File: src/rtl/png_chunk_ctrl_if.sv
// -----------------------------------------------------------------------------
// png_chunk_ctrl_if
// One valid/ready byte stream. png_chunk_ctrl uses one instance as its payload
// input (slave side) and one as its chunk byte output (master side).
//   val  : producer has a byte on dat
//   dat  : byte being offered
//   rdy  : consumer takes the byte; a transfer happens when val && rdy
// -----------------------------------------------------------------------------
interface png_chunk_ctrl_if;
  logic       val;
  logic [7:0] dat;
  logic       rdy;

  modport master (output val, output dat, input rdy);
  modport slave  (input val, input dat, output rdy);
endinterface

File: src/rtl/png_chunk_ctrl.sv
// -----------------------------------------------------------------------------
// png_chunk_ctrl
// Sequences one PNG chunk onto a byte stream: 4 length bytes, 4 type bytes,
// the payload bytes, then 4 CRC bytes, all big-endian. Drives an external
// CRC32 byte engine: restarts it when a chunk starts, feeds it the type and
// payload bytes as they leave, and sends its final value as the chunk CRC.
//
// Ports
//   clk, rstn     clock, asynchronous active-low reset
//   start_i       start request, honoured only when idle
//   typ_i, len_i  chunk type / payload length, sampled with an accepted start
//   pay           payload byte stream in (val_i / dat_i / rdy_o)
//   chk           chunk byte stream out  (val_o / dat_o / rdy_i)
//   busy_o        high from the cycle after start through DONE
//   done_o        one-cycle pulse after the last CRC byte left
//   crc_start_o   restart the CRC engine on the next edge
//   crc_val_o     byte on crc_dat_o goes into the engine on the next edge
//   crc_dat_o     byte for the engine (same as the outgoing byte)
//   crc_dat_i     finished CRC from the engine
// -----------------------------------------------------------------------------
module png_chunk_ctrl #(
  parameter int LEN_WD = 32
) (
  input  logic               clk,
  input  logic               rstn,
  input  logic               start_i,
  input  logic [31:0]        typ_i,
  input  logic [LEN_WD-1:0]  len_i,
  png_chunk_ctrl_if.slave    pay,
  png_chunk_ctrl_if.master   chk,
  output logic               busy_o,
  output logic               done_o,
  output logic               crc_start_o,
  output logic               crc_val_o,
  output logic [7:0]         crc_dat_o,
  input  logic [31:0]        crc_dat_i
);

  typedef enum logic [2:0] {
    S_IDLE = 3'd0,
    S_LEN  = 3'd1,
    S_TYP  = 3'd2,
    S_DAT  = 3'd3,
    S_WAIT = 3'd4,
    S_CRC  = 3'd5,
    S_DONE = 3'd6
  } state_t;

  state_t            state;
  logic [1:0]        idx;       // byte index within a 4-byte field
  logic [LEN_WD-1:0] cnt;       // payload bytes still to send
  logic [LEN_WD-1:0] len_r;
  logic [31:0]       typ_r;
  logic [31:0]       crc_r;
  logic [31:0]       len_word;  // length as it appears in the 4-byte field
  logic              xfer;

  // Byte idx of a 32-bit word, index 0 is the most significant byte.
  function automatic logic [7:0] pick(input logic [31:0] w, input logic [1:0] i);
    logic [7:0] b;
    case (i)
      2'd0:    b = w[31:24];
      2'd1:    b = w[23:16];
      2'd2:    b = w[15:8];
      2'd3:    b = w[7:0];
      default: b = 8'h00;
    endcase
    return b;
  endfunction

  assign len_word = 32'(len_r);

  // Output stream mux; the payload path is a combinational passthrough.
  always_comb begin
    chk.val = 1'b0;
    chk.dat = 8'h00;
    pay.rdy = 1'b0;
    case (state)
      S_LEN: begin
        chk.val = 1'b1;
        chk.dat = pick(len_word, idx);
      end
      S_TYP: begin
        chk.val = 1'b1;
        chk.dat = pick(typ_r, idx);
      end
      S_DAT: begin
        chk.val = pay.val;
        chk.dat = pay.dat;
        pay.rdy = chk.rdy;
      end
      S_CRC: begin
        chk.val = 1'b1;
        chk.dat = pick(crc_r, idx);
      end
      default: begin
        chk.val = 1'b0;
        chk.dat = 8'h00;
        pay.rdy = 1'b0;
      end
    endcase
  end

  assign xfer = chk.val & chk.rdy;

  // Only type and payload bytes are part of the chunk CRC.
  assign crc_val_o   = xfer & ((state == S_TYP) | (state == S_DAT));
  assign crc_dat_o   = chk.dat;
  // Engine restarts on the same edge that accepts the start.
  assign crc_start_o = (state == S_IDLE) & start_i;

  // Chunk sequencer: state, counters, latched fields and busy/done flags.
  always_ff @(posedge clk or negedge rstn) begin
    if (!rstn) begin
      state  <= S_IDLE;
      idx    <= 2'd0;
      cnt    <= {LEN_WD{1'b0}};
      len_r  <= {LEN_WD{1'b0}};
      typ_r  <= 32'd0;
      crc_r  <= 32'd0;
      busy_o <= 1'b0;
      done_o <= 1'b0;
    end else begin
      case (state)
        S_IDLE: begin
          done_o <= 1'b0;
          if (start_i) begin
            typ_r  <= typ_i;
            len_r  <= len_i;
            idx    <= 2'd0;
            busy_o <= 1'b1;
            state  <= S_LEN;
          end
        end
        S_LEN: begin
          if (xfer) begin
            idx <= idx + 2'd1;
            if (idx == 2'd3) begin
              state <= S_TYP;
            end
          end
        end
        S_TYP: begin
          if (xfer) begin
            idx <= idx + 2'd1;
            if (idx == 2'd3) begin
              if (len_r != {LEN_WD{1'b0}}) begin
                cnt   <= len_r;
                state <= S_DAT;
              end else begin
                state <= S_WAIT;
              end
            end
          end
        end
        S_DAT: begin
          if (xfer) begin
            cnt <= cnt - {{(LEN_WD-1){1'b0}}, 1'b1};
            if (cnt == {{(LEN_WD-1){1'b0}}, 1'b1}) begin
              state <= S_WAIT;
            end
          end
        end
        S_WAIT: begin
          // Engine has absorbed the last byte; its result is valid now.
          crc_r <= crc_dat_i;
          idx   <= 2'd0;
          state <= S_CRC;
        end
        S_CRC: begin
          if (xfer) begin
            idx <= idx + 2'd1;
            if (idx == 2'd3) begin
              done_o <= 1'b1;
              state  <= S_DONE;
            end
          end
        end
        S_DONE: begin
          done_o <= 1'b0;
          busy_o <= 1'b0;
          state  <= S_IDLE;
        end
        default: begin
          done_o <= 1'b0;
          busy_o <= 1'b0;
          state  <= S_IDLE;
        end
      endcase
    end
  end

endmodule

File: src/flat_wrapper.sv
// flat-port wrapper written by rule: the top's interface ports become plain ports
module png_chunk_ctrl_flat 
#(
  parameter int LEN_WD = 32
)
  (clk, rstn, start_i, typ_i, len_i, busy_o, done_o, crc_start_o, crc_val_o, crc_dat_o, crc_dat_i, pay_val, pay_dat, pay_rdy, chk_val, chk_dat, chk_rdy);
  png_chunk_ctrl_if pay_i ();
  png_chunk_ctrl_if chk_i ();
  input  logic clk;
  input  logic rstn;
  input  logic start_i;
  input  logic [31:0] typ_i;
  input  logic [LEN_WD-1:0] len_i;
  output logic busy_o;
  output logic done_o;
  output logic crc_start_o;
  output logic crc_val_o;
  output logic [7:0] crc_dat_o;
  input  logic [31:0] crc_dat_i;
  input wire logic [$bits(pay_i.val)-1:0] pay_val;
  input wire logic [$bits(pay_i.dat)-1:0] pay_dat;
  output wire logic [$bits(pay_i.rdy)-1:0] pay_rdy;
  output wire logic [$bits(chk_i.val)-1:0] chk_val;
  output wire logic [$bits(chk_i.dat)-1:0] chk_dat;
  input wire logic [$bits(chk_i.rdy)-1:0] chk_rdy;
  assign pay_i.val = pay_val;
  assign pay_i.dat = pay_dat;
  assign pay_rdy = pay_i.rdy;
  assign chk_val = chk_i.val;
  assign chk_dat = chk_i.dat;
  assign chk_i.rdy = chk_rdy;
  png_chunk_ctrl #(.LEN_WD(LEN_WD)) u_core (.clk(clk), .rstn(rstn), .start_i(start_i), .typ_i(typ_i), .len_i(len_i), .pay(pay_i), .chk(chk_i), .busy_o(busy_o), .done_o(done_o), .crc_start_o(crc_start_o), .crc_val_o(crc_val_o), .crc_dat_o(crc_dat_o), .crc_dat_i(crc_dat_i));
endmodule
File: config.mk
export PLATFORM = sky130hd
export DESIGN_NAME = png_chunk_ctrl_flat
export DESIGN_NICKNAME = d
export VERILOG_FILES = /design/src/rtl/png_chunk_ctrl_if.sv /design/src/rtl/png_chunk_ctrl.sv /design/src/flat_wrapper.sv
export SDC_FILE = /design/constraint.sdc
export NUM_CORES = 1
export LEC_CHECK = 0
export BUFFER_PORTS_ARGS = -buffer_cell sky130_fd_sc_hd__buf_2
export CAP_MARGIN = 15
export CORE_UTILIZATION = 55
export CTS_CLUSTER_SIZE = 20
export DETAILED_ROUTE_END_ITERATION = 16
export GPL_ROUTABILITY_DRIVEN = 0
export PLACE_DENSITY = 0.79
export SYNTH_ARGS = -nofsm -noshare
export SYNTH_HDL_FRONTEND = slang
export SYNTH_SLANG_ARGS = --single-unit
File: constraint.sdc
create_clock -name clk -period 6.7 [get_ports clk]
set_clock_uncertainty 0.1 [all_clocks]
set_input_delay 0.335 -clock clk [delete_from_list [all_inputs] [get_ports clk]]
set_output_delay 0.335 -clock clk [all_outputs]
set_load 0.005 [all_outputs]
; Word level (Yosys, flattened, before mapping)
; Index checks and enable logic that the tools add are counted.
[classes]
add_sub_neg = 2
n_eq_ne = 20
n_mux = 30
bitwise_logic = 6
n_reduce_logical = 14
[ops]
columns = cell, count
row1 = 32-bit 2-to-1 mux, 4
row2 = 8-bit one-hot mux with 4 select lines, 4
row3 = 32-bit one-hot mux with 2 select lines, 1
row4 = 32-bit by 1-bit equality test with 1-bit output (second input constant), 1
row5 = 32-bit nonzero test, 1
row6 = 32-bit by 1-bit subtractor with 32-bit output (second input constant), 1
row7 = 3-bit 2-to-1 mux, 10
row8 = 3-bit one-hot mux with 6 select lines, 1
row9 = 2-bit by 1-bit != test with 1-bit output (second input constant), 7
row10 = 9-bit AND reduction, 1
row11 = 2-bit != test (second input constant), 4
row12 = 3-bit by 2-bit equality test with 1-bit output (second input constant), 2
row13 = 3-bit equality test (second input constant), 2
row14 = 1-bit one-hot mux with 2 select lines, 3
row15 = 2-bit one-hot mux with 3 select lines, 1
row16 = 3-bit AND reduction, 2
row17 = 5-bit AND reduction, 1
row18 = 5-bit OR reduction, 1
row19 = 2-bit equality test (second input constant), 2
row20 = 1-bit 2-to-1 mux, 4
row21 = 2-bit 2-to-1 mux, 2
row22 = 2-bit AND reduction, 2
row23 = 4-bit OR reduction, 1
row24 = 1-bit AND, 3
row25 = 10 further kinds, 11
[totals]
register_bits = 135
inputBits = 109
output_inout_bits = 22
wordCells = 80

; Longest topological paths before layout
[logic_depth]
depth_word = 6
depth_mapped = 9
ltp_nobuf = 7

; Worst setup path after synthesis
; Ideal clock, no wire load.
[synth_timing]
path_type = flip-flop to flip-flop
start = register u_core.cnt[6]
end = register u_core.cnt[26]
setup_ns = 0.121
t_arrival_ns = 2.113
required_ns = 6.479
slack_ns = 4.366
stages_incl_launch_ff = 7
path_buffers = 1
synth_period_minus_slack_ns = 2.334
cell_sequence = dfrtp_1 or4_1 buf_6 or4b_4 nand4b_4 o22a_1 o22a_1
[synth_via]
elab_chain_len = 3
[synth_lines]
columns = element, line
row1 = from (decl), png_chunk_ctrl.sv:51  ; logic [LEN_WD-1:0] cnt;
row2 = from (signal assigned), png_chunk_ctrl.sv:117  ; cnt <= {LEN_WD{1'b0}};
row3 = from (signal assigned), png_chunk_ctrl.sv:148  ; cnt <= len_r;
row4 = from (signal assigned), png_chunk_ctrl.sv:158  ; cnt <= cnt - {{(LEN_WD-1){1'b0}}, 1'b1};
row5 = 32-bit by 1-bit subtractor with 32-bit output, png_chunk_ctrl.sv:158
row6 = 32-bit 2-to-1 mux, png_chunk_ctrl.sv:157  ; if (xfer) begin
row7 = 32-bit one-hot mux with 2 select lines, png_chunk_ctrl.sv:124  ; case (state)
; No other way between the ends. The select of a mux whose other input is x is not followed.
; A chain may end at the register's enable or synchronous reset.

; Worst setup path in the final report
[layout_timing]
start = register u_core.idx[0]
end = output chk_dat[3]
[layout_via]
elab_chain_len = 3
word_cells_on_any_way = 8
classes_between = eq/ne: 3 / mux: 4 / reduce/logical: 1
[layout_lines]
columns = element, line
row1 = from (decl), png_chunk_ctrl.sv:50  ; logic [1:0] idx;
row2 = from (signal assigned), png_chunk_ctrl.sv:137  ; idx <= idx + 2'd1;
row3 = from (signal assigned), png_chunk_ctrl.sv:145  ; idx <= idx + 2'd1;
row4 = from (signal assigned), png_chunk_ctrl.sv:172  ; idx <= idx + 2'd1;
row5 = 2-bit equality test (tied with other cells), png_chunk_ctrl.sv:61  ; case (i)
row6 = 8-bit one-hot mux with 4 select lines, png_chunk_ctrl.sv:61
row7 = 8-bit one-hot mux with 4 select lines (*), png_chunk_ctrl.sv:78  ; case (state)
row8 = to (decl), flat_wrapper.sv:24  ; output wire logic [$bits(chk_i.dat)-1:0] chk_dat;
; Mark *: on every way between the ends. The rest lies on a longest branch, timed or not.

==> impl_metrics.env <==
export IMPL_vias=6157
export IMPL_drt_initial_drc_count=712
export IMPL_area_delta_synth_final_pct=18.3
export IMPL_rsz0062_at_grt="false"
export IMPL_synth_flop_cell="dfrtp_1"
export IMPL_die_h_um=115
export IMPL_post_cts_resized=0
export IMPL_drc_errors=0
export IMPL_busiest_layer="met2"
export IMPL_core_area_mm2=0.0126
export IMPL_status="completed"
export IMPL_hold_start="len_i[16]"
export IMPL_max_slew_margin_pct=24.2
export IMPL_fin_nets=869
export IMPL_worstSetupEndpointType="primary output"
export IMPL_wl_um=19900
export IMPL_path_class="flop to primary output"
export IMPL_rows=41
export IMPL_r2r_slack_ns=3.48
export IMPL_max_freq_mhz=294
export IMPL_nFillCells=963
export IMPL_cts_buffers=17
export IMPL_reg2regPathDepth=6
export IMPL_dp_final_hpwl_um=13700
export IMPL_h_tree_depth=4
export IMPL_setup_viol=0
export IMPL_ys_ff_latch=135
export IMPL_finalHoldViolations=0
export IMPL_grt_pass1_wl_um=31000
export IMPL_synthCells=656
export IMPL_met2_usage_pct=48.1
export IMPL_synth_warnings=0
export IMPL_routed_via_density=6.56
export IMPL_cp_data_required_time_ns=6.26
export IMPL_r2r_start="u_core.idx[0]"
export IMPL_hold_path_class="primary input to flop"
export IMPL_ys_async_sr_fraction_pct=100
export IMPL_regArea_mm2=0.00338
export IMPL_antenna_left=0
export IMPL_drive_gt1_share_pct=36.6
export IMPL_r2r_end="u_core.cnt[1]"
export IMPL_cts_root_buf="clkbuf_16"
export IMPL_use_met3_pct=10.2
export IMPL_dr_pass1_iters=8
export IMPL_die_w_um=115
export IMPL_p_leak_nw=3.62
export IMPL_antenna_found_initial=2
export IMPL_hold_end="u_core.len_r[16]"
export IMPL_initial_utilization_pct=56.3
export IMPL_wl_per_cell_um=21.2
export IMPL_use_met1_pct=39.0
export IMPL_setup_tns_final_ns=0
export IMPL_min_path_cells=2
export IMPL_clk_latency_ns=0.43
export IMPL_port_buffers=130
export IMPL_grt_pass1_vias=5970
export IMPL_cp_start_kind="flop"
export IMPL_tritoncts="done"
export IMPL_syn_area_per_cell_um2=10.8
export IMPL_synth_edf_count=0
export IMPL_grt_ovfl_total=0
export IMPL_cts_sinks=135
export IMPL_n_antenna_cell=0
export IMPL_syn_nets=771
export IMPL_p_per_area_mw_per_mm2=504
export IMPL_finalCritPeriodShare_pct=50.8
export IMPL_multiInputGateArea_mm2=0.00339
export IMPL_seq_area_frac_synth_pct=47.8
export IMPL_path_clk_slew_ns=0.06
export IMPL_gr_usage_all_layers_pct=31.1
export IMPL_dp_cells=905
export IMPL_synthDistinctLibCells=57
export IMPL_final_util_pct=66.6
export IMPL_final_cells=938
export IMPL_worst_path_max_fanout=28
export IMPL_vdd_drop_max_mv=0.249
export IMPL_maxSlewViolCount=0
export IMPL_clockBufferDepth=2
export IMPL_final_min_clock_period_ns=3.40
export IMPL_syn_area_mm2=0.00707
export IMPL_cp_arrival_ns=2.97
export IMPL_dieArea_mm2=0.0133
export IMPL_ios=131
export IMPL_maxCapViolations=0
export IMPL_tightest_slew_ns=1.14
export IMPL_grt_max_degree=89
-- final cells by class --
class | count | area share, %
tap | 172 | 2.57
inverter | 11 | 0.494
clock buffer | 21 | 5.62
multi-input combinational | 449 | 40.5
timing repair buffer | 140 | 8.97
sequential | 135 | 40.4
clock inverter | 10 | 1.47
-- critical path, cell delays in order, from the launching register on --
cell      delay (ns)
dfrtp_1         0.41
ha_1            0.94
a222oi_1        0.28
o21ai_0         0.43
mux2i_1         0.14
o22ai_1         0.21
buf_2           0.15
-- state kept, by name, indices dropped and copies added, names as in the netlist --
name and cells:
u_core.done_o 1, u_core.cnt 32, u_core.busy_o 1, u_core.typ_r 32, u_core.idx 2, u_core.len_r 32, u_core.crc_r 32, u_core.state 3
-- cell usage after synthesis, types with 8 or more instances --
master / count / area [um^2]
a21oi_1: 23 / 115
a222oi_1: 24 / 240
a2bb2oi_1: 9 / 78.8
a31oi_1: 11 / 68.8
buf_2: 9 / 45.0
buf_4: 8 / 60.1
clkbuf_1: 42 / 158
dfrtp_1: 135 / 3380
inv_1: 10 / 37.5
mux2_2: 98 / 1100
mux2i_1: 11 / 110
nand2_1: 25 / 93.8
nand3_1: 11 / 55.1
nor2_1: 51 / 191
nor3_1: 27 / 135
nor4_1: 14 / 87.6
o21ai_0: 31 / 155
o22ai_1: 17 / 106
o31ai_1: 15 / 113
-- logic make-up after synthesis --
group                    count (synthesis)  share of synthesized area, %
AO/OA/AOI/OAI                          173                          17.5
adder cells (fa/ha/maj)                  6                          1.06
multiplexers                           109                          17.2
AND/OR/NAND/NOR                        161                          12.0
buffers and inverters                   72                          4.51
flip-flops                             135                          47.8
-- how the worst max path moves through the flow --
| stage | depth (start not counted) | to | from |
|---|---|---|---|
| 6_report | 6 | chk_dat[3] | u_core.idx[0] |
| 5_1_grt | 5 | chk_dat[2] | u_core.state[0] |
| 4_1_cts | 6 | chk_dat[3] | u_core.idx[0] |
| 3_5_place_dp | 6 | u_core.cnt[1] | u_core.idx[0] |
| 3_3_place_gp | 6 | u_core.cnt[1] | u_core.idx[0] |
| 2_1_floorplan | 6 | u_core.cnt[26] | u_core.cnt[6] |
-- through the flow --
step	total power [mW]	cell area, um^2	setup slack [ns]	hold WS [ns]
CTS	4.18	8340	3.38	0.0339
finish	4.22	8370	3.30	0.0382
floorplan	2.73	7070	4.37	-0.0606
global route	4.44	8370	3.16	0.0301
global placement	3.14	7730	3.67	0.275
detailed placement	3.24	7730	3.59	0.284
-- repair_timing --
action / in CTS / in global routing
hold endpoints to repair: 47 / 0
setup endpoints to repair: 0 / 0
hold buffers: 1 / 0
buffers inserted: 0 / 0
-- power breakdown --
part	switching, mW	total (mW)	internal, mW
registers	0.444	1.66	1.22
logic	0.848	1.62	0.774
clock network	0.358	0.934	0.576
total	1.65	4.22	2.57
-- placed cells by master (no fill, tap or decap), drive strengths merged, types with 3 or more instances in the layout --
| cell | n |
|---|---|
| clkinvlp | 3 |
| o21ai | 34 |
| nor2 | 51 |
| buf | 139 |
| nand2 | 25 |
| a221oi | 7 |
| a21oi | 23 |
| a32oi | 4 |
| nand3 | 11 |
| dfrtp | 135 |
| and3 | 6 |
| mux2 | 98 |
| nor4 | 16 |
| a31oi | 11 |
| o22ai | 17 |
| a211oi | 4 |
| nor3 | 28 |
| ha | 6 |
| inv | 10 |
| o21a | 4 |
| o31ai | 15 |
| mux2i | 11 |
| o22a | 8 |
| a222oi | 24 |
| nand4 | 6 |
| a2bb2oi | 9 |
| clkinv | 6 |
| a22oi | 3 |
| clkbuf | 21 |
| or4 | 6 |
-- per-layer routing --
layer	vias to the layer above	wire length [um]
met1	2995	7670
met2	387	9320
met4	0	773
met3	60	2100
li1	2715	-
met5	-	0
No activity file was read; power rests on OpenSTA's default activity.
